===== config.mk =====
export PLATFORM = sky130hd
export DESIGN_NAME = wishbone_classic_mem_dev_flat
export DESIGN_NICKNAME = d
export VERILOG_FILES = /design/src/rtl/wishbone_classic_mem_dev_if.sv /design/src/rtl/wishbone_classic_mem_dev.sv /design/src/flat_wrapper.sv
export SDC_FILE = /design/constraint.sdc
export NUM_CORES = 2
export LEC_CHECK = 0
export ABC_CLOCK_PERIOD_IN_PS = 4700
export CORE_MARGIN = 2
export CORE_UTILIZATION = 60
export CTS_CLUSTER_SIZE = 25
export DETAILED_ROUTE_END_ITERATION = 7
export GPL_ROUTABILITY_DRIVEN = 1
export GPL_TIMING_DRIVEN = 0
export HOLD_SLACK_MARGIN = 0.03
export PLACE_DENSITY = 0.78
export REMOVE_ABC_BUFFERS = 1
export SLEW_MARGIN = 40
export SYNTH_ARGS = -nofsm -noshare
export SYNTH_HDL_FRONTEND = slang
export SYNTH_SLANG_ARGS = --single-unit

===== constraint.sdc =====
create_clock -name clk_i -period 4.7 [get_ports clk_i]
set_input_delay 0.94 -clock clk_i [delete_from_list [all_inputs] [get_ports clk_i]]
set_output_delay 0.94 -clock clk_i [all_outputs]
set_load 0.005 [all_outputs]

===== src/rtl/wishbone_classic_mem_dev_if.sv =====
// Wishbone classic bus bundle between a controller (master) and the memory device (slave).
// Signal names follow the device's point of view (_i into the device, _o out of it).
interface wishbone_classic_mem_dev_if #(
  parameter int ADDR_WIDTH = 8,
  parameter int DATA_WIDTH = 32
);
  logic                      cyc_i;
  logic                      stb_i;
  logic                      we_i;
  logic [ADDR_WIDTH-1:0]     adr_i;
  logic [DATA_WIDTH-1:0]     dat_i;
  logic [DATA_WIDTH/8-1:0]   sel_i;
  logic [DATA_WIDTH-1:0]     dat_o;
  logic                      ack_o;
  logic                      err_o;
  logic                      rty_o;

  modport master (
    output cyc_i, stb_i, we_i, adr_i, dat_i, sel_i,
    input  dat_o, ack_o, err_o, rty_o
  );

  modport slave (
    input  cyc_i, stb_i, we_i, adr_i, dat_i, sel_i,
    output dat_o, ack_o, err_o, rty_o
  );
endinterface


===== src/rtl/wishbone_classic_mem_dev.sv =====
// RAM-backed Wishbone classic device with wait states, periodic retry and out-of-range error.
// Protocol properties are compiled in only when WB_CLASSIC_MEM_DEV_FORMAL_EN is defined.
//
// state  | meaning
// S_IDLE | waiting for cyc_i && stb_i; latches the request
// S_WAIT | counting wait states; request drop aborts silently
// S_RESP | one-cycle ack/err/rty; an acked write commits at the end
module wishbone_classic_mem_dev #(
  parameter int ADDR_WIDTH  = 8,
  parameter int DATA_WIDTH  = 32,
  parameter int DEPTH       = 16,
  parameter int WAIT_STATES = 1,
  parameter int RTY_PERIOD  = 0
) (
  input  logic                      clk_i,
  input  logic                      rst_i,
  wishbone_classic_mem_dev_if.slave bus
);
  localparam int NB = DATA_WIDTH / 8;
  localparam int IW = (DEPTH > 1) ? $clog2(DEPTH) : 1;
  localparam int CW = (RTY_PERIOD > 1) ? $clog2(RTY_PERIOD) : 1;

  typedef enum logic [1:0] {S_IDLE, S_WAIT, S_RESP} state_t;

  state_t                  state_q, state_d;
  logic [7:0]              wcnt_q, wcnt_d;
  logic                    we_q, we_d;
  logic [ADDR_WIDTH-1:0]   adr_q, adr_d;
  logic [DATA_WIDTH-1:0]   wdat_q, wdat_d;
  logic [NB-1:0]           sel_q, sel_d;
  logic                    ack_q, ack_d;
  logic                    err_q, err_d;
  logic                    rty_q, rty_d;
  logic [DATA_WIDTH-1:0]   rdat_q, rdat_d;
  logic [CW-1:0]           rcnt_q, rcnt_d;
  logic [DATA_WIDTH-1:0]   ram_q [DEPTH];
  logic [DATA_WIDTH-1:0]   ram_d [DEPTH];
  logic                    req;
  logic                    enter_resp;

  assign req = bus.cyc_i & bus.stb_i;

  always_comb begin
    state_d    = state_q;
    wcnt_d     = wcnt_q;
    we_d       = we_q;
    adr_d      = adr_q;
    wdat_d     = wdat_q;
    sel_d      = sel_q;
    ack_d      = 1'b0;
    err_d      = 1'b0;
    rty_d      = 1'b0;
    rdat_d     = '0;
    rcnt_d     = rcnt_q;
    ram_d      = ram_q;
    enter_resp = 1'b0;

    case (state_q)
      S_IDLE: begin
        if (req) begin
          we_d   = bus.we_i;
          adr_d  = bus.adr_i;
          wdat_d = bus.dat_i;
          sel_d  = bus.sel_i;
          wcnt_d = 8'(WAIT_STATES);
          if (WAIT_STATES == 0) enter_resp = 1'b1;
          else                  state_d    = S_WAIT;
        end
      end
      S_WAIT: begin
        if (!req)                state_d    = S_IDLE;
        else if (wcnt_q == 8'd1) enter_resp = 1'b1;
        else                     wcnt_d     = wcnt_q - 8'd1;
      end
      S_RESP: begin
        state_d = S_IDLE;
        if (ack_q && we_q) begin
          for (int b = 0; b < NB; b++) begin
            if (sel_q[b]) ram_d[adr_q[IW-1:0]][8*b +: 8] = wdat_q[8*b +: 8];
          end
        end
      end
      default: state_d = S_IDLE;
    endcase

    // Selection uses the _d view so the zero-wait path sees the request it is latching now.
    if (enter_resp) begin
      state_d = S_RESP;
      if (32'(adr_d) >= 32'(DEPTH)) begin
        err_d = 1'b1;
      end else if ((RTY_PERIOD != 0) && (rcnt_q == CW'(RTY_PERIOD - 1))) begin
        rty_d = 1'b1;
      end else begin
        ack_d = 1'b1;
        if (!we_d) rdat_d = ram_q[adr_d[IW-1:0]];
      end
      if (RTY_PERIOD != 0) begin
        rcnt_d = (rcnt_q == CW'(RTY_PERIOD - 1)) ? '0 : rcnt_q + 1'b1;
      end
    end
  end

  always_ff @(posedge clk_i) begin
    if (rst_i) begin
      state_q <= S_IDLE;
      wcnt_q  <= '0;
      we_q    <= 1'b0;
      adr_q   <= '0;
      wdat_q  <= '0;
      sel_q   <= '0;
      ack_q   <= 1'b0;
      err_q   <= 1'b0;
      rty_q   <= 1'b0;
      rdat_q  <= '0;
      rcnt_q  <= '0;
      ram_q   <= '{default: '0};
    end else begin
      state_q <= state_d;
      wcnt_q  <= wcnt_d;
      we_q    <= we_d;
      adr_q   <= adr_d;
      wdat_q  <= wdat_d;
      sel_q   <= sel_d;
      ack_q   <= ack_d;
      err_q   <= err_d;
      rty_q   <= rty_d;
      rdat_q  <= rdat_d;
      rcnt_q  <= rcnt_d;
      ram_q   <= ram_d;
    end
  end

  assign bus.ack_o = ack_q;
  assign bus.err_o = err_q;
  assign bus.rty_o = rty_q;
  assign bus.dat_o = rdat_q;

`ifdef WB_CLASSIC_MEM_DEV_FORMAL_EN
  logic rsp_any;
  assign rsp_any = ack_q | err_q | rty_q;

  
  

  
  
  
  
  
  
  
`endif
endmodule


===== src/flat_wrapper.sv =====
// flat-port wrapper written by rule: the top's interface ports become plain ports
module wishbone_classic_mem_dev_flat 
#(
  parameter int ADDR_WIDTH  = 8,
  parameter int DATA_WIDTH  = 32,
  parameter int DEPTH       = 16,
  parameter int WAIT_STATES = 1,
  parameter int RTY_PERIOD  = 0
)
  (clk_i, rst_i, bus_cyc_i, bus_stb_i, bus_we_i, bus_adr_i, bus_dat_i, bus_sel_i, bus_dat_o, bus_ack_o, bus_err_o, bus_rty_o);
  wishbone_classic_mem_dev_if #(.ADDR_WIDTH(ADDR_WIDTH), .DATA_WIDTH(DATA_WIDTH)) bus_i ();
  input  logic clk_i;
  input  logic rst_i;
  input wire logic [$bits(bus_i.cyc_i)-1:0] bus_cyc_i;
  input wire logic [$bits(bus_i.stb_i)-1:0] bus_stb_i;
  input wire logic [$bits(bus_i.we_i)-1:0] bus_we_i;
  input wire logic [$bits(bus_i.adr_i)-1:0] bus_adr_i;
  input wire logic [$bits(bus_i.dat_i)-1:0] bus_dat_i;
  input wire logic [$bits(bus_i.sel_i)-1:0] bus_sel_i;
  output wire logic [$bits(bus_i.dat_o)-1:0] bus_dat_o;
  output wire logic [$bits(bus_i.ack_o)-1:0] bus_ack_o;
  output wire logic [$bits(bus_i.err_o)-1:0] bus_err_o;
  output wire logic [$bits(bus_i.rty_o)-1:0] bus_rty_o;
  assign bus_i.cyc_i = bus_cyc_i;
  assign bus_i.stb_i = bus_stb_i;
  assign bus_i.we_i = bus_we_i;
  assign bus_i.adr_i = bus_adr_i;
  assign bus_i.dat_i = bus_dat_i;
  assign bus_i.sel_i = bus_sel_i;
  assign bus_dat_o = bus_i.dat_o;
  assign bus_ack_o = bus_i.ack_o;
  assign bus_err_o = bus_i.err_o;
  assign bus_rty_o = bus_i.rty_o;
  wishbone_classic_mem_dev #(.ADDR_WIDTH(ADDR_WIDTH), .DATA_WIDTH(DATA_WIDTH), .DEPTH(DEPTH), .WAIT_STATES(WAIT_STATES), .RTY_PERIOD(RTY_PERIOD)) u_core (.clk_i(clk_i), .rst_i(rst_i), .bus(bus_i));
endmodule

# [Yosys cells after proc, flatten, opt, wreduce, memory -nomap -nowiden]
# Cells that the tools add are included.
[word_totals] regBits=601 inputBits=49 out_inout_bits=35 elab_cells=98
[op_classes] addsub=1 order_cmp=4 eq_ne=9 mux=42 bitwise_logic=4 n_reduce_logical=12
[op_table] op="2-to-1 mux 512 bit" n=10
[op_table] op="bitwise mux 512 bit" n=4
[op_table] op="demux 32 bit (select 4 bit)" n=4
[op_table] op="binary-select mux 32 bit (select 4 bit)" n=1
[op_table] op="2-to-1 mux 32 bit" n=3
[op_table] op="2-to-1 mux 8 bit" n=6
[op_table] op="2-to-1 mux 24 bit" n=1
[op_table] op="2-to-1 mux 16 bit" n=1
[op_table] op="one-hot mux 8 bit (2 select lines)" n=1
[op_table] op=">= comparator 5 bit, second input constant" n=2
[op_table] op="inverter 4 -> 5 bit" n=2
[op_table] op="equality test 8 x 1 -> 1 bit, second input constant" n=1
[op_table] op=">= comparator 8 x 5 -> 1 bit, second input constant" n=1
[op_table] op="AND reduction 2 bit" n=4
[op_table] op="subtractor 8 x 1 -> 8 bit, second input constant" n=1
[op_table] op="2-to-1 mux 1 bit" n=7
[op_table] op="2-to-1 mux 2 bit" n=3
[op_table] op="< comparator 5 x 1 -> 1 bit, second input constant" n=1
[op_table] op="inequality test 2 x 1 -> 1 bit, second input constant" n=2
[op_table] op="inequality test 2 bit, second input constant" n=2
[op_table] op="one-hot mux 2 bit (2 select lines)" n=1
[op_table] op="AND reduction 4 bit" n=1
[op_table] op="OR reduction 2 bit" n=2
[op_table] op="OR reduction 4 bit" n=1
[op_table] op="other kinds (9)" n=10

# [Logic depth before layout (Yosys ltp)]
[depth] depth_word=19 ltp_mapped=10

# [Least setup slack after synthesis]
# OpenSTA, ideal clock, no wires.
[synth_path] path_kind="input to register" start="in bus_stb_i" end="reg u_core.rdat_q[21] (netlist: u_core.bus.dat_o[21])" setup_time_ns=0.117 t_arrival_ns=2.814 t_required_ns=4.583 slack_ns=1.769 stages=9 path_buffers=3 cell_sequence="nor4bb_1 -> buf_2 -> buf_6 -> mux2_2 -> nor2_2 -> clkbuf_1 -> a32o_1 -> a221oi_1 -> a32o_1"
[synth_between] elab_chain_len=7 word_cells_on_any_way=14 cone_classes="order compare: 1; mux: 9; bitwise: 3; reduce/logical: 1"
[synth_lines] element="start: declaration" line="flat_wrapper.sv:15" text="input wire logic [$bits(bus_i.stb_i)-1:0] bus_stb_i;"
[synth_lines] element="bitwise AND 1 bit (*)" line="wishbone_classic_mem_dev.sv:41" text="assign req = bus.cyc_i & bus.stb_i;"
[synth_lines] element="branches (longest 6 deep; another with >= comparator 8 x 5 -> 1 bit)"
[synth_lines] element="end signal: assignment" line="wishbone_classic_mem_dev.sv:127" text="rdat_q <= rdat_d;"
[synth_lines] element="end: declaration" line="wishbone_classic_mem_dev.sv:34" text="logic [DATA_WIDTH-1:0] rdat_q, rdat_d;"
# Mark *: on every way between the ends. The select of a mux whose other input is x is not followed.
# A chain may end at the register's enable or synchronous reset.

# [Worst setup path in the final report]
[layout_path] start="in bus_stb_i" end="reg u_core.rdat_q[24] (netlist: u_core.bus.dat_o[24])"
# Same word-level chain as after synthesis.

==> flow_summary.yaml <==
clock_tree:
  cts_resized: 0
  clk_pin_slew_ps: 60
  cts_buffers: 60
  cts_setup_buffers: 0
  cts-htree-levels: 2
  cts_tree: "built"
  cts_root_buffer: "clkbuf_16"
  ctsHoldBuffers: 0
  clockBufferDepth: 3
  clk_latency_ps: 640
  clock-sinks: 601
timing:
  finalMaxSlewViolations: 0
  max_freq_mhz: 261
  setup_viol: 0
  slew_headroom: 0.420
  rsz0062_at_grt: "false"
  hold_violations: 0
  worstMarginPinSlew_ps: 868
  period_share: 0.815
  hold_slack_ps: 453
  fin_crit_ps: 3830
  clock_skew_ps: 19.9
status:
  status: "completed"
global_route:
  antenna_found_initial: 0
  grt_max_degree: 105
  grt_pass1_vias: 23400
  grt_usage: 0.336
  grt_pass1_wl_um: 121000
  grt_overflow: 0
floorplanning:
  io_pins: 84
  initial_core_util: 0.610
  rows: 75
  dieArea_um2: 44400
  dieHeight_um: 211
  dieWidth_um: 211
  core_um2: 42000
logic_synthesis:
  synth_area_um2: 25600
  yosys_warnings: 0
  synth_cells: 3251
  yosysSeqAreaShare: 0.469
  syn-mean-instance-area_um2: 7.89
  ys_types: 48
  ys_ff_latch: 601
hold_path:
  holdPathEnd: "u_core.ram_q[23]"
  min_from: "u_core.ram_q[23]"
  hold_path_depth: 2
  hold_path.class: "register to register"
final_layout:
  instances_no_fill: 3747
  drive_above_1_share: 0.0751
  area_growth_pct: 15.1
  diodes: 0
  fin_nets: 3207
setup_path:
  cp_top_family: "buffers and inverters"
  startpoint_type: "input pin"
  r2r_start: "u_core.state_q[0]"
  r2r-end: "u_core.bus.dat_o[24]"
  arrival_ps: 4390
  end_kind: "register"
  slowest_stage: "nor4bb_4"
  cp_slowest_stage_delay_ps: 540
  cp_num_buf_inv: 4
  critPathKind: "input pin to register"
  cp_max_fo: 58
  r2r_slack_ps: 1280
  critical_path_required_ps: 5270
  path_cells: "clkdlybuf4s50_1 > nor4bb_4 > buf_4 > mux2_8 > buf_16 > buf_16 > mux2i_1 > a32o_1 > a221oi_1 > a32o_1"
  ff2ff_path_depth: 9
pwr:
  ir_drop_mv: 0.313
  design_power_total_mw: 11.0
  power_density_nw_per_um2: 373
  power.static_leakage_nw: 9.10
route:
  routed_via_density: 6.54
  drtAntennaViolNets: 0
  route.detailed.drc: 0
  wl_per_cell_um: 20.2
  dr.pass1.iters: 6
  drt_wl_total_um: 75600
  vias: 24500
  highest_layer: "met4"
  first_iter_violations: 3403
  routed-wl-met3_um: 7030
  wl_met2_um: 35000
  wl_met1_um: 30100
placement:
  place_inst: 3633
  dp_hpwl_um: 47700
  io_buffers: 82
  routabilityCongestion: 0.797
job:
  max-cap-violations: 0
-- cells in the mapped netlist (all sizes together) --
library cell,instances,area share
a21oi,549,0.11
nor4,2,0.0011
ha,2,0.00098
nand3,517,0.10
inv,4,0.00059
a32o,62,0.024
clkbuf,276,0.041
or3,1,0.00029
and4b,1,0.00039
nand2b,2,0.00049
mux2i,166,0.065
conb,1,0.00015
dfxtp,601,0.47
or4,1,0.00044
xor2,5,0.0017
nor4bb,2,0.00078
and3,2,0.00049
a221oi,31,0.011
nor3,8,0.0021
o21ai,1,0.00019
buf,49,0.013
nand4,1,0.00049
xnor2,1,0.00034
or2,2,0.00049
mux2,4,0.0018
a41o,1,0.00039
nor2b,1,0.00024
nand2,848,0.12
and2b,2,0.00068
nor2,35,0.0059
a32oi,65,0.022
or3b,2,0.00078
a31oi,1,0.00024
nand3b,4,0.0012
and2,1,0.00034
-- metal layers --
| metal | vias to the layer above | GRT usage |
|---|---|---|
| met3 | 280 | 0.0468 |
| met4 | 0 | 0.177 |
| met2 | 1465 | 0.536 |
| met5 | - | 0 |
| li1 | 11100 | - |
| met1 | 11600 | 0.445 |
-- worst max path at each step --
stage / startpoint / end / slack [ps] / cells after the start
3_3_place_gp: bus_stb_i / u_core.bus.dat_o[17] / -23810 / 6
5_1_grt: bus_stb_i / u_core.bus.dat_o[24] / 720 / 10
3_5_place_dp: bus_stb_i / u_core.bus.dat_o[24] / 320 / 10
6_report: bus_stb_i / u_core.bus.dat_o[24] / 870 / 10
4_1_cts: bus_stb_i / u_core.bus.dat_o[24] / 950 / 10
2_1_floorplan: bus_stb_i / u_core.bus.dat_o[0] / -7970 / 5
-- worst min-delay path: cells and delay by family (launching register included) --
kind,cells,cell delay (ps)
DFF,1,310
AOI/OAI and AO/OA,1,50
and+or+nand+nor,1,50
-- sequential cells by signal, indices dropped and copies added, names as in the netlist --
name              count
u_core.bus.ack_o      1
u_core.wcnt_q         8
u_core.bus.dat_o     32
u_core.ram_q        512
u_core.we_q           1
u_core.sel_q          4
u_core.state_q        2
u_core.adr_q          8
u_core.wdat_q        32
u_core.bus.err_o      1
-- cell usage in the layout (no fill, tap or decap), types with 22 or more instances in the layout --
master / instances
clkbuf_8: 22
mux2i_1: 165
buf_16: 28
dfxtp_1: 596
clkbuf_16: 61
nand3_1: 517
nand2_1: 848
clkdlybuf4s50_1: 81
a21oi_1: 549
a32o_1: 60
a32oi_1: 65
a221oi_1: 31
-- area by class of cell --
type                    instances  area [um2]
inverters                       4        15.0
repair buffers                168        2270
clock buffers                  87        1840
fillers                      3142       12500
multi-input cells            2321       12400
well taps                     539         674
flip-flops and latches        601       12000
clock inverters                27         280
-- kinds of logic (layout without fill, tap and decap cells) --
family | after synthesis | in the layout | share of synthesized area
and+or+nand+nor | 1432 | 1432 | 0.241
AOI/OAI and AO/OA | 710 | 710 | 0.165
DFF | 601 | 601 | 0.469
buffers and inverters | 329 | 286 | 0.0549
muxes | 170 | 170 | 0.0665
xor gates and xnor gates | 6 | 6 | 0.00205
adders and majority gates | 2 | 2 | 0.000976
other | 1 | 1 | 0.000146
-- power breakdown --
| part | switching, mW | internal (mW) |
|---|---|---|
| registers | 0.103 | 5.11 |
| logic | 0.442 | 0.278 |
| clock network | 2.08 | 2.99 |
-- through the flow --
step | setup WS [ps] | utilization | TNS, ps | instance area (um2)
floorplan | -7970 | - | -305760 | 24300
global placement | -23810 | 0.612 | -6640070 | 25700
detailed placement | 322 | 0.651 | 0 | 27400
CTS | 948 | 0.702 | 0 | 29500
global route | 724 | 0.702 | 0 | 29500
finish | 871 | 0.702 | 0 | 29500
(Power assumes the default switching activity.)
